**src/rtl/hazard_ctrl_if.sv**
```systemverilog
// Pipeline-side bundle for the hazard controller: hazard sources in,
// stall/flush/forward controls and performance counters out.
interface hazard_ctrl_if #(
  parameter int unsigned CNT_W = 16
);
  logic [4:0]       id_rs1;
  logic [4:0]       id_rs2;
  logic             id_uses_rs1;
  logic             id_uses_rs2;
  logic [4:0]       ex_rd;
  logic             ex_reg_w_en;
  logic             ex_is_load;
  logic [4:0]       mem_rd;
  logic             mem_reg_w_en;
  logic             ex_branch_taken;
  logic             mem_busy;
  logic             cnt_clr;
  logic             pc_stall;
  logic             if_id_stall;
  logic             if_id_flush;
  logic             id_ex_stall;
  logic             id_ex_bubble;
  logic [1:0]       fwd_a_sel;
  logic [1:0]       fwd_b_sel;
  logic [CNT_W-1:0] stall_cnt;
  logic [CNT_W-1:0] flush_cnt;

  modport master (
    output id_rs1, id_rs2, id_uses_rs1, id_uses_rs2,
    output ex_rd, ex_reg_w_en, ex_is_load, mem_rd, mem_reg_w_en,
    output ex_branch_taken, mem_busy, cnt_clr,
    input  pc_stall, if_id_stall, if_id_flush, id_ex_stall, id_ex_bubble,
    input  fwd_a_sel, fwd_b_sel, stall_cnt, flush_cnt
  );

  modport slave (
    input  id_rs1, id_rs2, id_uses_rs1, id_uses_rs2,
    input  ex_rd, ex_reg_w_en, ex_is_load, mem_rd, mem_reg_w_en,
    input  ex_branch_taken, mem_busy, cnt_clr,
    output pc_stall, if_id_stall, if_id_flush, id_ex_stall, id_ex_bubble,
    output fwd_a_sel, fwd_b_sel, stall_cnt, flush_cnt
  );
endinterface

```
**src/rtl/hazard_ctrl.sv**
```systemverilog
// Hazard controller for the 5-stage RV32 pipe: load-use stall, branch flush
// sequencing, memory-busy freeze, registered forwarding selects, perf counters.
module hazard_ctrl #(
  parameter int unsigned FLUSH_CYCLES = 2,
  parameter int unsigned CNT_W        = 16
) (
  input logic         clk,
  input logic         rst,
  hazard_ctrl_if.slave hif
);
  localparam int unsigned FC_W  = 3;
  localparam int unsigned SEL_W = 2;
  localparam int unsigned REG_W = 5;

  localparam logic [SEL_W-1:0] SEL_RF  = 2'b00;
  localparam logic [SEL_W-1:0] SEL_MEM = 2'b01;
  localparam logic [SEL_W-1:0] SEL_WB  = 2'b10;
  localparam logic [CNT_W-1:0] CNT_MAX = '1;

  typedef enum logic [1:0] {RUN = 2'd0, FLUSH = 2'd1, WAIT = 2'd2} state_t;

  state_t           state_q, state_n, ret_q, ret_n, eff_state;
  logic [FC_W-1:0]  fcnt_q, fcnt_n;
  logic             pc_stall_c, if_id_stall_c, if_id_flush_c;
  logic             id_ex_stall_c, id_ex_bubble_c, br_acc_c, load_use_c;
  logic [SEL_W-1:0] fwd_a_q, fwd_b_q;
  logic [CNT_W-1:0] stall_cnt_q, flush_cnt_q;

  // Youngest producer wins; x0 is never forwarded.
  function automatic logic [SEL_W-1:0] fwd_sel(
    input logic             uses,
    input logic [REG_W-1:0] rs,
    input logic             ex_w,
    input logic [REG_W-1:0] ex_rd,
    input logic             mem_w,
    input logic [REG_W-1:0] mem_rd
  );
    if (!uses)                                   return SEL_RF;
    if (ex_w && (ex_rd != '0) && (ex_rd == rs))  return SEL_MEM;
    if (mem_w && (mem_rd != '0) && (mem_rd == rs)) return SEL_WB;
    return SEL_RF;
  endfunction

  assign load_use_c = hif.ex_is_load && hif.ex_reg_w_en && (hif.ex_rd != '0) &&
                      ((hif.id_uses_rs1 && (hif.id_rs1 == hif.ex_rd)) ||
                       (hif.id_uses_rs2 && (hif.id_rs2 == hif.ex_rd)));

  always_ff @(posedge clk or negedge rst) begin
    if (!rst) begin
      state_q <= RUN;
      ret_q   <= RUN;
      fcnt_q  <= '0;
    end else begin
      state_q <= state_n;
      ret_q   <= ret_n;
      fcnt_q  <= fcnt_n;
    end
  end

  // WAIT resumes the remembered state and applies its rules in the same cycle.
  always_comb begin
    state_n        = state_q;
    ret_n          = ret_q;
    fcnt_n         = fcnt_q;
    pc_stall_c     = 1'b0;
    if_id_stall_c  = 1'b0;
    if_id_flush_c  = 1'b0;
    id_ex_stall_c  = 1'b0;
    id_ex_bubble_c = 1'b0;
    br_acc_c       = 1'b0;
    eff_state      = (state_q == WAIT) ? ret_q : state_q;
    if (rst) begin
      if (hif.mem_busy) begin
        pc_stall_c    = 1'b1;
        if_id_stall_c = 1'b1;
        id_ex_stall_c = 1'b1;
        state_n       = WAIT;
        ret_n         = eff_state;
      end else begin
        state_n = eff_state;
        case (eff_state)
          FLUSH: begin
            if_id_flush_c  = 1'b1;
            id_ex_bubble_c = 1'b1;
            fcnt_n         = fcnt_q - FC_W'(1);
            if (fcnt_q <= FC_W'(1)) state_n = RUN;
          end
          default: begin
            if (hif.ex_branch_taken) begin
              if_id_flush_c  = 1'b1;
              id_ex_bubble_c = 1'b1;
              br_acc_c       = 1'b1;
              if (FLUSH_CYCLES > 1) begin
                state_n = FLUSH;
                fcnt_n  = FC_W'(FLUSH_CYCLES - 1);
              end
            end else if (load_use_c) begin
              pc_stall_c     = 1'b1;
              if_id_stall_c  = 1'b1;
              id_ex_bubble_c = 1'b1;
            end
          end
        endcase
      end
    end
  end

  // Forwarding selects travel with the instruction into EX.
  always_ff @(posedge clk or negedge rst) begin
    if (!rst) begin
      fwd_a_q <= SEL_RF;
      fwd_b_q <= SEL_RF;
    end else if (!id_ex_stall_c) begin
      if (id_ex_bubble_c) begin
        fwd_a_q <= SEL_RF;
        fwd_b_q <= SEL_RF;
      end else begin
        fwd_a_q <= fwd_sel(hif.id_uses_rs1, hif.id_rs1, hif.ex_reg_w_en, hif.ex_rd,
                           hif.mem_reg_w_en, hif.mem_rd);
        fwd_b_q <= fwd_sel(hif.id_uses_rs2, hif.id_rs2, hif.ex_reg_w_en, hif.ex_rd,
                           hif.mem_reg_w_en, hif.mem_rd);
      end
    end
  end

  always_ff @(posedge clk or negedge rst) begin
    if (!rst) begin
      stall_cnt_q <= '0;
      flush_cnt_q <= '0;
    end else if (hif.cnt_clr) begin
      stall_cnt_q <= '0;
      flush_cnt_q <= '0;
    end else begin
      if (pc_stall_c && (stall_cnt_q != CNT_MAX)) stall_cnt_q <= stall_cnt_q + CNT_W'(1);
      if (br_acc_c && (flush_cnt_q != CNT_MAX))   flush_cnt_q <= flush_cnt_q + CNT_W'(1);
    end
  end

  assign hif.pc_stall     = pc_stall_c;
  assign hif.if_id_stall  = if_id_stall_c;
  assign hif.if_id_flush  = if_id_flush_c;
  assign hif.id_ex_stall  = id_ex_stall_c;
  assign hif.id_ex_bubble = id_ex_bubble_c;
  assign hif.fwd_a_sel    = fwd_a_q;
  assign hif.fwd_b_sel    = fwd_b_q;
  assign hif.stall_cnt    = stall_cnt_q;
  assign hif.flush_cnt    = flush_cnt_q;
endmodule

```
**src/flat_wrapper.sv**
```systemverilog
// flat-port wrapper written by rule: the top's interface ports become plain ports
module hazard_ctrl_flat 
#(
  parameter int unsigned FLUSH_CYCLES = 2,
  parameter int unsigned CNT_W        = 16
)
  (clk, rst, hif_id_rs1, hif_id_rs2, hif_id_uses_rs1, hif_id_uses_rs2, hif_ex_rd, hif_ex_reg_w_en, hif_ex_is_load, hif_mem_rd, hif_mem_reg_w_en, hif_ex_branch_taken, hif_mem_busy, hif_cnt_clr, hif_pc_stall, hif_if_id_stall, hif_if_id_flush, hif_id_ex_stall, hif_id_ex_bubble, hif_fwd_a_sel, hif_fwd_b_sel, hif_stall_cnt, hif_flush_cnt);
  hazard_ctrl_if #(.CNT_W(CNT_W)) hif_i ();
  input logic clk;
  input logic rst;
  input wire logic [$bits(hif_i.id_rs1)-1:0] hif_id_rs1;
  input wire logic [$bits(hif_i.id_rs2)-1:0] hif_id_rs2;
  input wire logic [$bits(hif_i.id_uses_rs1)-1:0] hif_id_uses_rs1;
  input wire logic [$bits(hif_i.id_uses_rs2)-1:0] hif_id_uses_rs2;
  input wire logic [$bits(hif_i.ex_rd)-1:0] hif_ex_rd;
  input wire logic [$bits(hif_i.ex_reg_w_en)-1:0] hif_ex_reg_w_en;
  input wire logic [$bits(hif_i.ex_is_load)-1:0] hif_ex_is_load;
  input wire logic [$bits(hif_i.mem_rd)-1:0] hif_mem_rd;
  input wire logic [$bits(hif_i.mem_reg_w_en)-1:0] hif_mem_reg_w_en;
  input wire logic [$bits(hif_i.ex_branch_taken)-1:0] hif_ex_branch_taken;
  input wire logic [$bits(hif_i.mem_busy)-1:0] hif_mem_busy;
  input wire logic [$bits(hif_i.cnt_clr)-1:0] hif_cnt_clr;
  output wire logic [$bits(hif_i.pc_stall)-1:0] hif_pc_stall;
  output wire logic [$bits(hif_i.if_id_stall)-1:0] hif_if_id_stall;
  output wire logic [$bits(hif_i.if_id_flush)-1:0] hif_if_id_flush;
  output wire logic [$bits(hif_i.id_ex_stall)-1:0] hif_id_ex_stall;
  output wire logic [$bits(hif_i.id_ex_bubble)-1:0] hif_id_ex_bubble;
  output wire logic [$bits(hif_i.fwd_a_sel)-1:0] hif_fwd_a_sel;
  output wire logic [$bits(hif_i.fwd_b_sel)-1:0] hif_fwd_b_sel;
  output wire logic [$bits(hif_i.stall_cnt)-1:0] hif_stall_cnt;
  output wire logic [$bits(hif_i.flush_cnt)-1:0] hif_flush_cnt;
  assign hif_i.id_rs1 = hif_id_rs1;
  assign hif_i.id_rs2 = hif_id_rs2;
  assign hif_i.id_uses_rs1 = hif_id_uses_rs1;
  assign hif_i.id_uses_rs2 = hif_id_uses_rs2;
  assign hif_i.ex_rd = hif_ex_rd;
  assign hif_i.ex_reg_w_en = hif_ex_reg_w_en;
  assign hif_i.ex_is_load = hif_ex_is_load;
  assign hif_i.mem_rd = hif_mem_rd;
  assign hif_i.mem_reg_w_en = hif_mem_reg_w_en;
  assign hif_i.ex_branch_taken = hif_ex_branch_taken;
  assign hif_i.mem_busy = hif_mem_busy;
  assign hif_i.cnt_clr = hif_cnt_clr;
  assign hif_pc_stall = hif_i.pc_stall;
  assign hif_if_id_stall = hif_i.if_id_stall;
  assign hif_if_id_flush = hif_i.if_id_flush;
  assign hif_id_ex_stall = hif_i.id_ex_stall;
  assign hif_id_ex_bubble = hif_i.id_ex_bubble;
  assign hif_fwd_a_sel = hif_i.fwd_a_sel;
  assign hif_fwd_b_sel = hif_i.fwd_b_sel;
  assign hif_stall_cnt = hif_i.stall_cnt;
  assign hif_flush_cnt = hif_i.flush_cnt;
  hazard_ctrl #(.FLUSH_CYCLES(FLUSH_CYCLES), .CNT_W(CNT_W)) u_core (.clk(clk), .rst(rst), .hif(hif_i));
endmodule
```
**config.mk**
```make
export PLATFORM = sky130hd
export DESIGN_NAME = hazard_ctrl_flat
export DESIGN_NICKNAME = d
export VERILOG_FILES = /design/src/rtl/hazard_ctrl_if.sv /design/src/rtl/hazard_ctrl.sv /design/src/flat_wrapper.sv
export SDC_FILE = /design/constraint.sdc
export NUM_CORES = 1
export LEC_CHECK = 0
export BUFFER_PORTS_ARGS = -buffer_cell sky130_fd_sc_hd__clkbuf_2
export CAP_MARGIN = 10
export CORE_MARGIN = 2
export CORE_UTILIZATION = 41
export CTS_CLUSTER_SIZE = 40
export DETAILED_ROUTE_END_ITERATION = 8
export PLACE_DENSITY = 0.62
export SKIP_LAST_GASP = 1
export SYNTH_ARGS = -nofsm -noshare
export SYNTH_HDL_FRONTEND = slang
export SYNTH_SLANG_ARGS = --single-unit
```
**constraint.sdc**
```tcl
create_clock -name clk -period 2.8 [get_ports clk]
set_clock_uncertainty 0.15 [all_clocks]
set_input_delay 0 -clock clk [delete_from_list [all_inputs] [get_ports clk]]
set_output_delay 0 -clock clk [all_outputs]
set_load 0.005 [all_outputs]
```
==> flow_metrics.env <==
export IMPL_ys_flop_type="dfrtp_1"
export IMPL_cts_max_level=2
export IMPL_numPortBuffers=70
export IMPL_yosysUniqueCellTypes=57
export IMPL_yosys_area_top_type_share=0.407
export IMPL_dieArea_mm2=0.00711
export IMPL_hold_viol_final=0
export IMPL_numClockSinks=43
export IMPL_final_period_utilization=0.901
export IMPL_final_setup_tns_ns=0
export IMPL_p_seq_frac=0.522
export IMPL_vdd_drop_max_uv=215
export IMPL_slew_viol_final=0
export IMPL_clock_latency_ns=0.29
export IMPL_grt_pass1_wl_um=10500
export IMPL_path_buf_inv=4
export IMPL_synthToLayoutAreaGrowth_pct=20.6
export IMPL_vias=2388
export IMPL_fin_nets=394
export IMPL_rsz0062_at_grt="no"
export IMPL_first_iter_violations=130
export IMPL_rows=29
export IMPL_die_height_um=84.3
export IMPL_tightest_slew_ns=0.716
export IMPL_comb_power_share=0.192
export IMPL_critPathMaxStageDelay_ns=0.58
export IMPL_synth_simple_gate_area_frac=0.261
export IMPL_grt_max_degree=36
export IMPL_required_ns=2.82
export IMPL_grt_pass1_vias=2279
export IMPL_setup_viol=0
export IMPL_slowest_stage="dlygate4sd3_1"
export IMPL_status="completed"
export IMPL_cts_root_buf="clkbuf_8"
export IMPL_crit_family="buffers and inverters"
export IMPL_dp_hpwl_um=4640
export IMPL_first_pass_iters=6
export IMPL_netlist_instances=284
export IMPL_avgSynthCellArea_um2=9.31
export IMPL_synth_compound_area_frac=0.137
export IMPL_cts_tree="yes"
export IMPL_synth_fa_ha_area_frac=0.0189
export IMPL_synth_area_mm2=0.00265
export IMPL_synthMuxAreaShare=0.0180
export IMPL_crit_path_start_kind="input pin"
export IMPL_synth_area_leaders="dfrtp_1 (41%), xor2_1 (10%), nor2_1 (4.7%), nand2_1 (4.1%), nand3_1 (2.8%)"
export IMPL_slew_headroom=0.522
export IMPL_hp_class="input pin to async pin"
export IMPL_power_total_mw=1.33
export IMPL_p_sw_frac=0.296
export IMPL_drtAntennaViolNets=0
export IMPL_path_cells="dlygate4sd3_1, clkbuf_2, inv_1, nor2_1, a21boi_0, o41ai_1, dlygate4sd3_1"
export IMPL_cts_resized=0
export IMPL_synthArstFlopShare=1.00
export IMPL_fin_crit_ns=2.52
export IMPL_power_density_mw_per_mm2=417
export IMPL_drv_cap=0
export IMPL_numCtsBuffers=5
export IMPL_diodes=0
export IMPL_synth_top_family_by_area="simple AND/OR/NAND/NOR gates"
export IMPL_die_w_um=84.3
export IMPL_drcViolationCount=0
export IMPL_leakage_nw=1.47
export IMPL_grt_total_usage=0.179
export IMPL_cp_common_cell="dlygate4sd3_1"
export IMPL_gr_total_overflow=0
export IMPL_antenna_found_initial=0
export IMPL_synth_seq_cells=43
export IMPL_synth_largest_area_cell="dfrtp_1"
export IMPL_cts_clk_slew_worst_paths_ns=0.08
export IMPL_crit_path_end_kind="register"
export IMPL_initial_core_util=0.421
export IMPL_gp_congestion=0.833
export IMPL_boundaryPins=71
export IMPL_n_fill_cell=596
export IMPL_synth_edf_count=0
export IMPL_p_switching_mw=0.393
export IMPL_drive_gt1_frac=0.261
export IMPL_yosys_warnings=0
export IMPL_critical_path_class="input pin to register"
export IMPL_path_max_fanout=20
export IMPL_clock_fmax_ghz=0.396
export IMPL_vias_per_cell=5.46
export IMPL_wirelength_um=6150
export IMPL_clock_path_buffers=2
export IMPL_wl_per_cell_um=14.1
export IMPL_pwr_share_clk=0.286
export IMPL_synthXorXnorAreaFrac=0.119
export IMPL_power_internal_mw=0.937
export IMPL_critPathArrivalTime_ns=2.54
export IMPL_core_region_area_mm2=0.00628
export IMPL_syn_num_nets=318
export IMPL_yosysSeqAreaShare=0.407
[state kept, by name, indices dropped and copies added (netlist names)]
signal / count
u_core.state_q: 2
u_core.hif.stall_cnt: 16
u_core.hif.fwd_b_sel: 2
u_core.ret_q: 2
u_core.fcnt_q: 3
u_core.hif.fwd_a_sel: 2
u_core.hif.flush_cnt: 16
[synth_stat cells (2+ instances only)]
master    instances
and3_1            4
o21ai_0          11
o31ai_1           4
o41ai_1           7
ha_1              4
nand3_1          15
clkbuf_1          5
or4b_2            2
mux2_1            2
nor3_1            3
nor2b_1           4
nor2_1           33
inv_1             8
dfrtp_1          43
nand2b_1          2
and4_1            3
or4_1             6
nand4_1           9
nand2_1          29
a21oi_2           2
nor4_1            2
xor2_1           31
a21oi_1          14
xnor2_1           5
or4b_1            4
[per-layer routing]
metal	up-vias	wire, µm	GRT usage
met5	-	0	0
met4	0	61	0.0513
met3	8	339	0.0383
met2	81	2730	0.278
met1	1124	3020	0.251
li1	1175	-	-
[placed cells by master (no fill, tap or decap), drive strengths merged, types with 8 or more instances in the layout]
cell type / instances
clkbuf: 75
inv: 8
a21oi: 16
o21ai: 13
nand4: 9
nor2: 33
dfrtp: 43
xor2: 31
nand2: 29
nand3: 15
[through the flow]
stage	instance area, µm²	util	setup WS [ns]	hold slack [ns]	cells
2_1_floorplan	2650	-	0.723	-0.446	284
3_3_place_gp	3040	0.484	0.523	-0.177	423
3_5_place_dp	3040	0.484	0.443	-0.166	423
4_1_cts	3190	0.508	0.270	0.0620	437
5_1_grt	3190	0.508	0.0834	0.0705	437
6_report	3190	0.508	0.277	0.0514	437
[worst register-to-register path: stages (launching register included)]
cell	delay, ns
dfrtp_1	0.43
nand4bb_1	0.27
nand2_1	0.18
nor2_1	0.10
a21boi_0	0.50
o41ai_1	0.15
dlygate4sd3_1	0.58
[power by group through the flow]
stage | Clock [mW] | Combinational (mW) | Sequential, mW
4_1_cts | 0.399 | 0.260 | 0.694
3_3_place_gp | 0 | 0.246 | 0.703
3_5_place_dp | 0 | 0.253 | 0.707
5_1_grt | 0.424 | 0.291 | 0.703
2_1_floorplan | 0 | 0.166 | 0.699
6_report | 0.381 | 0.255 | 0.694
[kinds of logic (layout without fill, tap and decap cells)]
| logic type | count (synthesis) | in the layout |
|---|---|---|
| compound gates | 51 | 51 |
| mux | 4 | 4 |
| xor+xnor | 36 | 36 |
| simple gates | 127 | 127 |
| buf+inv | 19 | 95 |
| flops | 43 | 43 |
| fa+ha+maj | 4 | 4 |
[cell type report]
| type | instances | area, µm² | area share |
|---|---|---|---|
| multi-input combinational | 222 | 1470 | 0.459 |
| timing repair buffer | 79 | 435 | 0.137 |
| inverter | 9 | 33.8 | 0.0106 |
| sequential | 43 | 1080 | 0.337 |
| tap | 77 | 96.3 | 0.0302 |
| clock buffer | 5 | 68.8 | 0.0216 |
| clock inverter | 2 | 13.8 | 0.00432 |
[final timing paths]
path	slack [ns]	from	to	depth (start not counted)
worst max-delay path	0.28	rst	u_core.hif.fwd_a_sel[0]	7
worst min-delay path	0.05	rst	u_core.ret_q[0]	2
worst max register to register	0.32	u_core.state_q[0]	u_core.hif.fwd_a_sel[0]	6
worst min register to register	0.34	u_core.hif.fwd_a_sel[1]	u_core.hif.fwd_a_sel[1]	2
max in group asynchronous	1.66	rst	u_core.hif.flush_cnt[1]	3
min in group clk	0.07	hif_id_rs1[4]	u_core.hif.fwd_a_sel[1]	6
[timing repair]
action	in CTS	in global routing
hold buffers	7	0
setup buffers	0	0
endpoints found under the hold margin	18	0
endpoints found under the setup margin	0	0
Power figures use the tool's default switching activity.
